<file path="config.mk">
export PLATFORM = sky130hd
export DESIGN_NAME = lsu_ctrl
export DESIGN_NICKNAME = d
export VERILOG_FILES = /design/src/rtl/lsu_ctrl.sv
export SDC_FILE = /design/constraint.sdc
export NUM_CORES = 1
export LEC_CHECK = 0
export ABC_AREA = 1
export ABC_CLOCK_PERIOD_IN_PS = 1300
export CAP_MARGIN = 20
export CORE_UTILIZATION = 30
export DETAILED_ROUTE_END_ITERATION = 8
export PLACE_DENSITY = 0.66
export SYNTH_ARGS = -nofsm -noshare
export SYNTH_HDL_FRONTEND = slang
export SYNTH_SLANG_ARGS = --single-unit
export TNS_END_PERCENT = 20
</file>
<file path="constraint.sdc">
create_clock -name clk -period 1.3 [get_ports clk]
set_input_delay 0.13 -clock clk [delete_from_list [all_inputs] [get_ports clk]]
set_output_delay 0.13 -clock clk [all_outputs]
set_load 0.02 [all_outputs]
</file>
<file path="src/rtl/lsu_ctrl.sv">
// Load/store controller: turns one execute-stage request into a single word-memory access
// with byte-lane strobes, and aligns/extends load data coming back one cycle after mem_re.
module lsu_ctrl #(
    parameter int unsigned bit_size = 32
) (
    input  logic                clk,
    input  logic                rst,
    input  logic                start,
    input  logic                is_load,
    input  logic [2:0]          funct3,
    input  logic [bit_size-1:0] addr,
    input  logic [bit_size-1:0] wdata,
    output logic                busy,
    output logic                done,
    output logic                err,
    output logic [bit_size-1:0] rdata,
    output logic [bit_size-1:0] mem_addr,
    output logic [bit_size-1:0] mem_wdata,
    output logic [3:0]          mem_we,
    output logic                mem_re,
    input  logic [bit_size-1:0] mem_rdata
);

    typedef enum logic [2:0] {StIdle, StStReq, StLdReq, StLdWait, StDone} state_e;

    state_e              state_q, state_d;
    logic [2:0]          funct3_q, funct3_d;
    logic [bit_size-1:0] addr_q, addr_d;
    logic                bad_q, bad_d;
    logic [bit_size-1:0] rdata_q, rdata_d;
    logic                busy_q, busy_d;
    logic                done_q, done_d;
    logic                err_q, err_d;
    logic                mem_re_q, mem_re_d;
    logic [3:0]          mem_we_q, mem_we_d;
    logic [bit_size-1:0] mem_wdata_q, mem_wdata_d;
    logic [bit_size-1:0] shifted;

    // Misaligned halfword/word, unknown funct3, or an unsigned (load-only) store.
    function automatic logic illegal(input logic ld, input logic [2:0] f, input logic [1:0] o);
        logic bad;
        case (f)
            3'b000:  bad = 1'b0;
            3'b001:  bad = o[0];
            3'b010:  bad = (o != 2'b00);
            3'b100:  bad = !ld;
            3'b101:  bad = !ld || o[0];
            default: bad = 1'b1;
        endcase
        return bad;
    endfunction

    // Next state, request latching, load extraction, and next values of the registered outputs.
    always_comb begin
        state_d  = state_q;
        funct3_d = funct3_q;
        addr_d   = addr_q;
        bad_d    = bad_q;
        rdata_d  = rdata_q;
        shifted  = mem_rdata >> {addr_q[1:0], 3'b000};

        case (state_q)
            StIdle: begin
                if (start) begin
                    funct3_d = funct3;
                    addr_d   = addr;
                    bad_d    = illegal(is_load, funct3, addr[1:0]);
                    if (bad_d)        state_d = StDone;
                    else if (is_load) state_d = StLdReq;
                    else              state_d = StStReq;
                end
            end
            StStReq: state_d = StDone;
            StLdReq: state_d = StLdWait;
            StLdWait: begin
                case (funct3_q)
                    3'b000:  rdata_d = {{(bit_size-8){shifted[7]}}, shifted[7:0]};
                    3'b001:  rdata_d = {{(bit_size-16){shifted[15]}}, shifted[15:0]};
                    3'b100:  rdata_d = {{(bit_size-8){1'b0}}, shifted[7:0]};
                    3'b101:  rdata_d = {{(bit_size-16){1'b0}}, shifted[15:0]};
                    default: rdata_d = mem_rdata;
                endcase
                state_d = StDone;
            end
            StDone:  state_d = StIdle;
            default: state_d = StIdle;
        endcase

        // Outputs are registered, so they are derived from the state being entered.
        busy_d      = (state_d != StIdle);
        done_d      = (state_d == StDone);
        err_d       = done_d && bad_d;
        mem_re_d    = (state_d == StLdReq);
        mem_we_d    = 4'b0000;
        mem_wdata_d = '0;
        if (state_d == StStReq) begin
            case (funct3_d[1:0])
                2'b00: begin
                    mem_we_d    = 4'b0001 << addr_d[1:0];
                    mem_wdata_d = {4{wdata[7:0]}};
                end
                2'b01: begin
                    mem_we_d    = 4'b0011 << addr_d[1:0];
                    mem_wdata_d = {2{wdata[15:0]}};
                end
                default: begin
                    mem_we_d    = 4'b1111;
                    mem_wdata_d = wdata;
                end
            endcase
        end
    end

    // State and output registers with synchronous reset.
    always_ff @(posedge clk) begin
        if (rst) begin
            state_q     <= StIdle;
            funct3_q    <= 3'b000;
            addr_q      <= '0;
            bad_q       <= 1'b0;
            rdata_q     <= '0;
            busy_q      <= 1'b0;
            done_q      <= 1'b0;
            err_q       <= 1'b0;
            mem_re_q    <= 1'b0;
            mem_we_q    <= 4'b0000;
            mem_wdata_q <= '0;
        end else begin
            state_q     <= state_d;
            funct3_q    <= funct3_d;
            addr_q      <= addr_d;
            bad_q       <= bad_d;
            rdata_q     <= rdata_d;
            busy_q      <= busy_d;
            done_q      <= done_d;
            err_q       <= err_d;
            mem_re_q    <= mem_re_d;
            mem_we_q    <= mem_we_d;
            mem_wdata_q <= mem_wdata_d;
        end
    end

    assign busy      = busy_q;
    assign done      = done_q;
    assign err       = err_q;
    assign rdata     = rdata_q;
    assign mem_re    = mem_re_q;
    assign mem_we    = mem_we_q;
    assign mem_wdata = mem_wdata_q;
    assign mem_addr  = {2'b00, addr_q[bit_size-1:2]};

endmodule
</file>
# Yosys cells after proc, flatten, opt, wreduce, memory -nomap -nowiden

Cells that the tools add are included.

Word-level logic and storage cells: 59
Output and inout bits: 104
Register bits: 111
Input port bits: 103

Equality and inequality tests: 14
Bitwise logic cells: 1
Reductions and logical operators: 12
Muxes and demuxes: 16
Shifts and indexed selects: 3

Operators by type and width:

| kind                                                              | number |
|---|---|
| 32-bit one-hot mux with 4 select lines                            | 1 |
| 32-bit one-hot mux with 2 select lines                            | 1 |
| 32-bit by 5-bit right shift with 16-bit output                    | 1 |
| 3-bit == test, second input constant                              | 5 |
| 3-bit by 1-bit == test with 1-bit output, second input constant   | 4 |
| 3-bit by 2-bit == test with 1-bit output, second input constant   | 4 |
| 2-bit two-way mux                                                 | 5 |
| 3-bit zero test                                                   | 3 |
| 3-bit one-hot mux with 3 select lines                             | 1 |
| 4-bit one-hot mux with 2 select lines                             | 1 |
| 3-bit two-way mux                                                 | 2 |
| 1-bit one-hot mux with 5 select lines                             | 1 |
| 1-bit two-way mux                                                 | 4 |
| 2-bit OR reduction                                                | 2 |
| 1-bit by 2-bit << shifter with 4-bit output, first input constant | 1 |
| 2-bit by 2-bit << shifter with 4-bit output, first input constant | 1 |
| 3-bit nonzero test                                                | 1 |
| 2-bit by 1-bit == test with 1-bit output, second input constant   | 1 |
| 2-bit zero test                                                   | 1 |
| 2-bit AND reduction                                               | 1 |
| 2-bit nonzero test                                                | 1 |
| 1-bit logical AND                                                 | 1 |
| 1-bit zero test                                                   | 1 |
| 1-bit logical OR                                                  | 1 |
| 1-bit inverter                                                    | 1 |

# Depth between registers and ports, before layout

Depth in word-level cells: 11
Depth in mapped cells: 11
Gate-level depth less buffers: 10

# Least setup slack after synthesis

No wires, ideal clock.

Path kind: reg2reg
From: reg state_q[0]
To: reg mem_wdata_q[22], in the netlist mem_wdata[22]
Buffers on the path: 2
Cell stages (with the launch flop): 9
Path slack: -0.048 ns
Period minus slack after synthesis: 1.348 ns
Arrival time: 1.236 ns
Cells stage by stage: dfxtp_1 -> nor2_4 -> nand2_2 -> buf_6 -> o21ai_2 -> inv_2 -> nand3_4 -> buf_8 -> nor2_1

Longest elaborated chain between the ends: 6
Elaborated cells between the ends (all ways): 14
Classes of those cells: eq/ne: 5; mux: 4; bitwise: 1; reduce/logical: 4

Ends and longest elaborated chain:

| what                                                                                                        | line | RTL |
|---|---|---|
| start, declared                                                                                             | 26   | `state_e state_q, state_d;` |
| start signal, assigned                                                                                      | 117  | `state_q <= StIdle;` |
| start signal, assigned                                                                                      | 129  | `state_q <= state_d;` |
| 3-bit by 2-bit == test with 1-bit output / 3-bit by 1-bit == test with 1-bit output (equally long branches) | 62   | `case (state_q)` |
| 2-bit OR reduction (no source line)                                                                         | -    |  |
| 3-bit one-hot mux with 3 select lines                                                                       | 62   |  |
| 3-bit by 1-bit == test with 1-bit output                                                                    | 96   | `if (state_d == StStReq) begin` |
| 1-bit inverter (no source line)                                                                             | -    |  |
| 2-bit OR reduction (no source line)                                                                         | -    |  |
| end signal, assigned                                                                                        | 139  | `mem_wdata_q <= mem_wdata_d;` |
| end, declared                                                                                               | 36   | `logic [bit_size-1:0] mem_wdata_q, mem_wdata_d;` |

Parallel ways exist; a longest one is shown, timed or not.
A chain may end at the register's enable or synchronous reset.

# Worst setup path after layout

From: reg state_q[0]
To: reg mem_wdata_q[28], in the netlist mem_wdata[28]

The elaborated chain is that of the path after synthesis.

==> impl_metrics.py <==
metrics = {
    "run_status": {
        "status": "finished, violations left",
        "violations": "setup timing",
    },
    "sta": {
        "layout_min_cycle_time_ns": 1.45,
        "worst_slack_ns": -0.149,
        "slew_viol_final": 0,
        "rsz0062_at_grt": "yes",
        "hold_viol_final": 0,
        "clock-skew-final_ns": 0.00884,
        "max_freq_mhz": 690,
        "final.setup.tns_ns": -3.68,
        "period_share": 1.11,
        "setup_viol": 43,
    },
    "run": {
        "maxCapViolations": 0,
    },
    "layout": {
        "final_util": 0.478,
        "multi_input_area_um2": 2340,
        "diodes": 0,
        "fin_nets": 1030,
        "post_route_cells_drive_above_1_share": 0.171,
        "fillers": 1684,
        "area_growth_pct": 54.9,
        "fin_cells": 1152,
        "seq_area_um2": 2230,
        "finalInstanceArea_um2": 7980,
    },
    "global_routing": {
        "antenna_found_initial": 0,
        "grt_util_met2": 0.286,
        "grt_max_degree": 34,
        "grt_pass1_wl_mm": 24.8,
        "grt_use_met3": 0.0337,
        "grt_busiest_layer": "met2",
        "grt_pass1_vias": 4850,
        "grt_overflow": 0,
        "grt_use_met1": 0.229,
        "grt_usage": 0.177,
    },
    "pwr": {
        "pwr-share-clk": 0.320,
        "p_int_mw": 5.99,
        "power.leakage_nw": 4.01,
        "power_density_nw_per_um2": 1100,
        "p_switching_mw": 2.80,
        "power.share.combinational": 0.266,
        "pwr-share-seq": 0.414,
        "total_power_mw": 8.79,
        "power_switching_share": 0.319,
        "ir_drop_v": 0.000582,
    },
    "cts": {
        "cts.clk_slew.worst_paths_ns": 0.08,
        "hold_buffers": 0,
        "root_buffer": "clkbuf_16",
        "numCtsBuffers": 9,
        "htree_levels": 3,
        "cts_sinks": 111,
        "cts_tree": "yes",
        "clk_path_buf_depth": 2,
        "clkLatencyLatePin_ns": 0.36,
    },
    "setup_path": {
        "timing.critical_path.from": "state_q[0]",
        "cp-end-kind": "flip-flop",
        "cp_data_required_time_ns": 1.60,
        "rr_startpoint": "state_q[0]",
        "cp_max_fo": 10,
        "rr_worst_depth": 8,
        "path_class": "reg2reg",
        "start_kind": "flip-flop",
        "arrival_ns": 1.75,
    },
    "floorplan": {
        "fp-row-count": 47,
        "initial_utilization": 0.309,
        "die_w_um": 133,
        "pin_count": 207,
        "die_y_um": 133,
        "core_um2": 16700,
        "die_area_um2": 17700,
    },
    "yosys": {
        "syn-cell-area_um2": 5150,
        "netlist-cell-type-count": 29,
        "synth_ff_type": "dfxtp_1",
        "ys_seq_elements": 111,
        "synth_area_per_cell_um2": 7.14,
        "yosysSeqAreaShare": 0.431,
        "ys.warnings.count": 0,
        "async_flop_share": 0,
        "synth_cells": 722,
        "synth-edff-count": 0,
    },
    "route": {
        "vias": 5226,
        "drc": 0,
        "detail-route-antenna-nets": 0,
        "viasPerCell": 4.54,
        "routed_wl_mm": 15.7,
        "post_drt_wl_per_cell_um": 13.6,
        "drtPass1Iterations": 5,
        "drtIter0Drc": 234,
    },
    "place": {
        "dp_hpwl_mm": 11.6,
        "place.gp.congestion": 0.862,
        "portBuffers": 204,
        "dpl-instance-area_um2": 7570,
        "place_inst": 1132,
    },
    "min_path": {
        "min-delay-start": "wdata[7]",
        "hold_path_class": "in2reg",
        "hold-path-cell-count": 3,
    },
}
cells by family (layout without fill, tap and decap cells):
group	after synthesis	in the layout	share of synthesized area
AO/OA/AOI/OAI	127	127	0.135
flip-flops	111	111	0.431
other	1	2	0.000728
buffers and inverters	147	356	0.149
AND/OR/NAND/NOR	336	336	0.284
worst max-delay path, cell delays in order (launching register included):
cell and delay, ns:
dfxtp_4 0.36, nor2_4 0.17, buf_4 0.14, nand3b_1 0.14
nand2_4 0.20, nand2_8 0.10, nor2_1 0.14, nor2_2 0.06
nor2_2 0.08
cell usage in the layout (no fill, tap or decap), types with 4 or more instances in the layout:
| master | Yosys | routed |
|---|---|---|
| dfxtp_1 | 111 | 106 |
| nand2_1 | 114 | 105 |
| dlygate4sd2_1 | 0 | 103 |
| clkdlybuf4s50_1 | 0 | 101 |
| nor2_1 | 116 | 100 |
| nand3_1 | 75 | 73 |
| inv_1 | 70 | 67 |
| o21ai_0 | 69 | 48 |
| buf_4 | 35 | 43 |
| a21oi_1 | 38 | 35 |
| nor2_2 | 8 | 23 |
| o211ai_1 | 16 | 16 |
| o21ai_1 | 1 | 12 |
| buf_12 | 0 | 12 |
| nand2_2 | 6 | 10 |
| o21ai_2 | 1 | 10 |
| clkbuf_16 | 0 | 9 |
| or2_2 | 7 | 7 |
| nand2_4 | 2 | 6 |
| buf_6 | 7 | 6 |
| inv_2 | 4 | 5 |
| dfxtp_2 | 0 | 4 |
| inv_6 | 0 | 4 |
flip-flops by register name, summed over array words and instances (netlist names):
register	cells
addr_q	32
mem_wdata	32
rdata	32
mem_we	4
funct3_q	3
state_q	3
bad_q	1
busy	1
done	1
err	1
mem_re	1
power groups by stage:
stage | clock, mW | sequential (mW) | combinational (mW)
6_report | 2.81 | 3.64 | 2.34
3_3_place_gp | 0 | 3.72 | 2.25
4_1_cts | 2.90 | 3.64 | 2.22
3_5_place_dp | 0 | 3.72 | 2.26
2_1_floorplan | 0 | 3.75 | 1.28
5_1_grt | 3.03 | 3.65 | 2.58
stage by stage:
step	setup slack [ns]	hold WS, ns
after floorplan	-0.0127	0.201
after global placement	-0.469	0.463
after detailed placement	-0.510	0.471
after CTS	-0.101	0.338
after global routing	-0.261	0.364
final	-0.149	0.351
cells in the mapped netlist, types with 2 or more instances:
cell	instances	area share
nor2_1	116	0.085
nand2_1	114	0.083
dfxtp_1	111	0.43
nand3_1	75	0.073
inv_1	70	0.051
o21ai_0	69	0.067
a21oi_1	38	0.037
buf_4	35	0.051
o211ai_1	16	0.023
buf_2	15	0.015
clkbuf_1	12	0.0087
nor2_2	8	0.0097
buf_6	7	0.015
or2_2	7	0.0085
nand2_2	6	0.0073
inv_2	4	0.0029
nand3b_1	3	0.0044
buf_1	2	0.0015
nand2_4	2	0.0044
nor2_4	2	0.0044
nor3_1	2	0.0019
metal layers:
| layer | wire [um] | up-vias |
|---|---|---|
| li1 | - | 2683 |
| met5 | 0 | - |
| met4 | 289 | 0 |
| met1 | 7330 | 2353 |
| met2 | 7100 | 171 |
| met3 | 940 | 19 |
worst paths after layout:
kind                                       to  slack (ns)
worst max-delay path            mem_wdata[28]       -0.15
worst min-delay path             mem_wdata[7]        0.35
worst max register to register  mem_wdata[28]       -0.15
worst min register to register     addr_q[24]        0.47
cell type report:
cell class | count | area share
Tap cell | 220 | 0.0345
Timing Repair Buffer | 265 | 0.319
Clock inverter | 7 | 0.00894
Sequential cell | 111 | 0.280
Inverter | 75 | 0.0369
Clock buffer | 9 | 0.0282
Multi-Input combinational cell | 465 | 0.293
what timing repair did:
item,4_1_cts,5_1_grt
gates resized for setup,127,63
setup endpoints to repair,197,104
buffers inserted,2,2
pin swaps,2,16
Note: power is estimated with default switching activity, not from simulation.
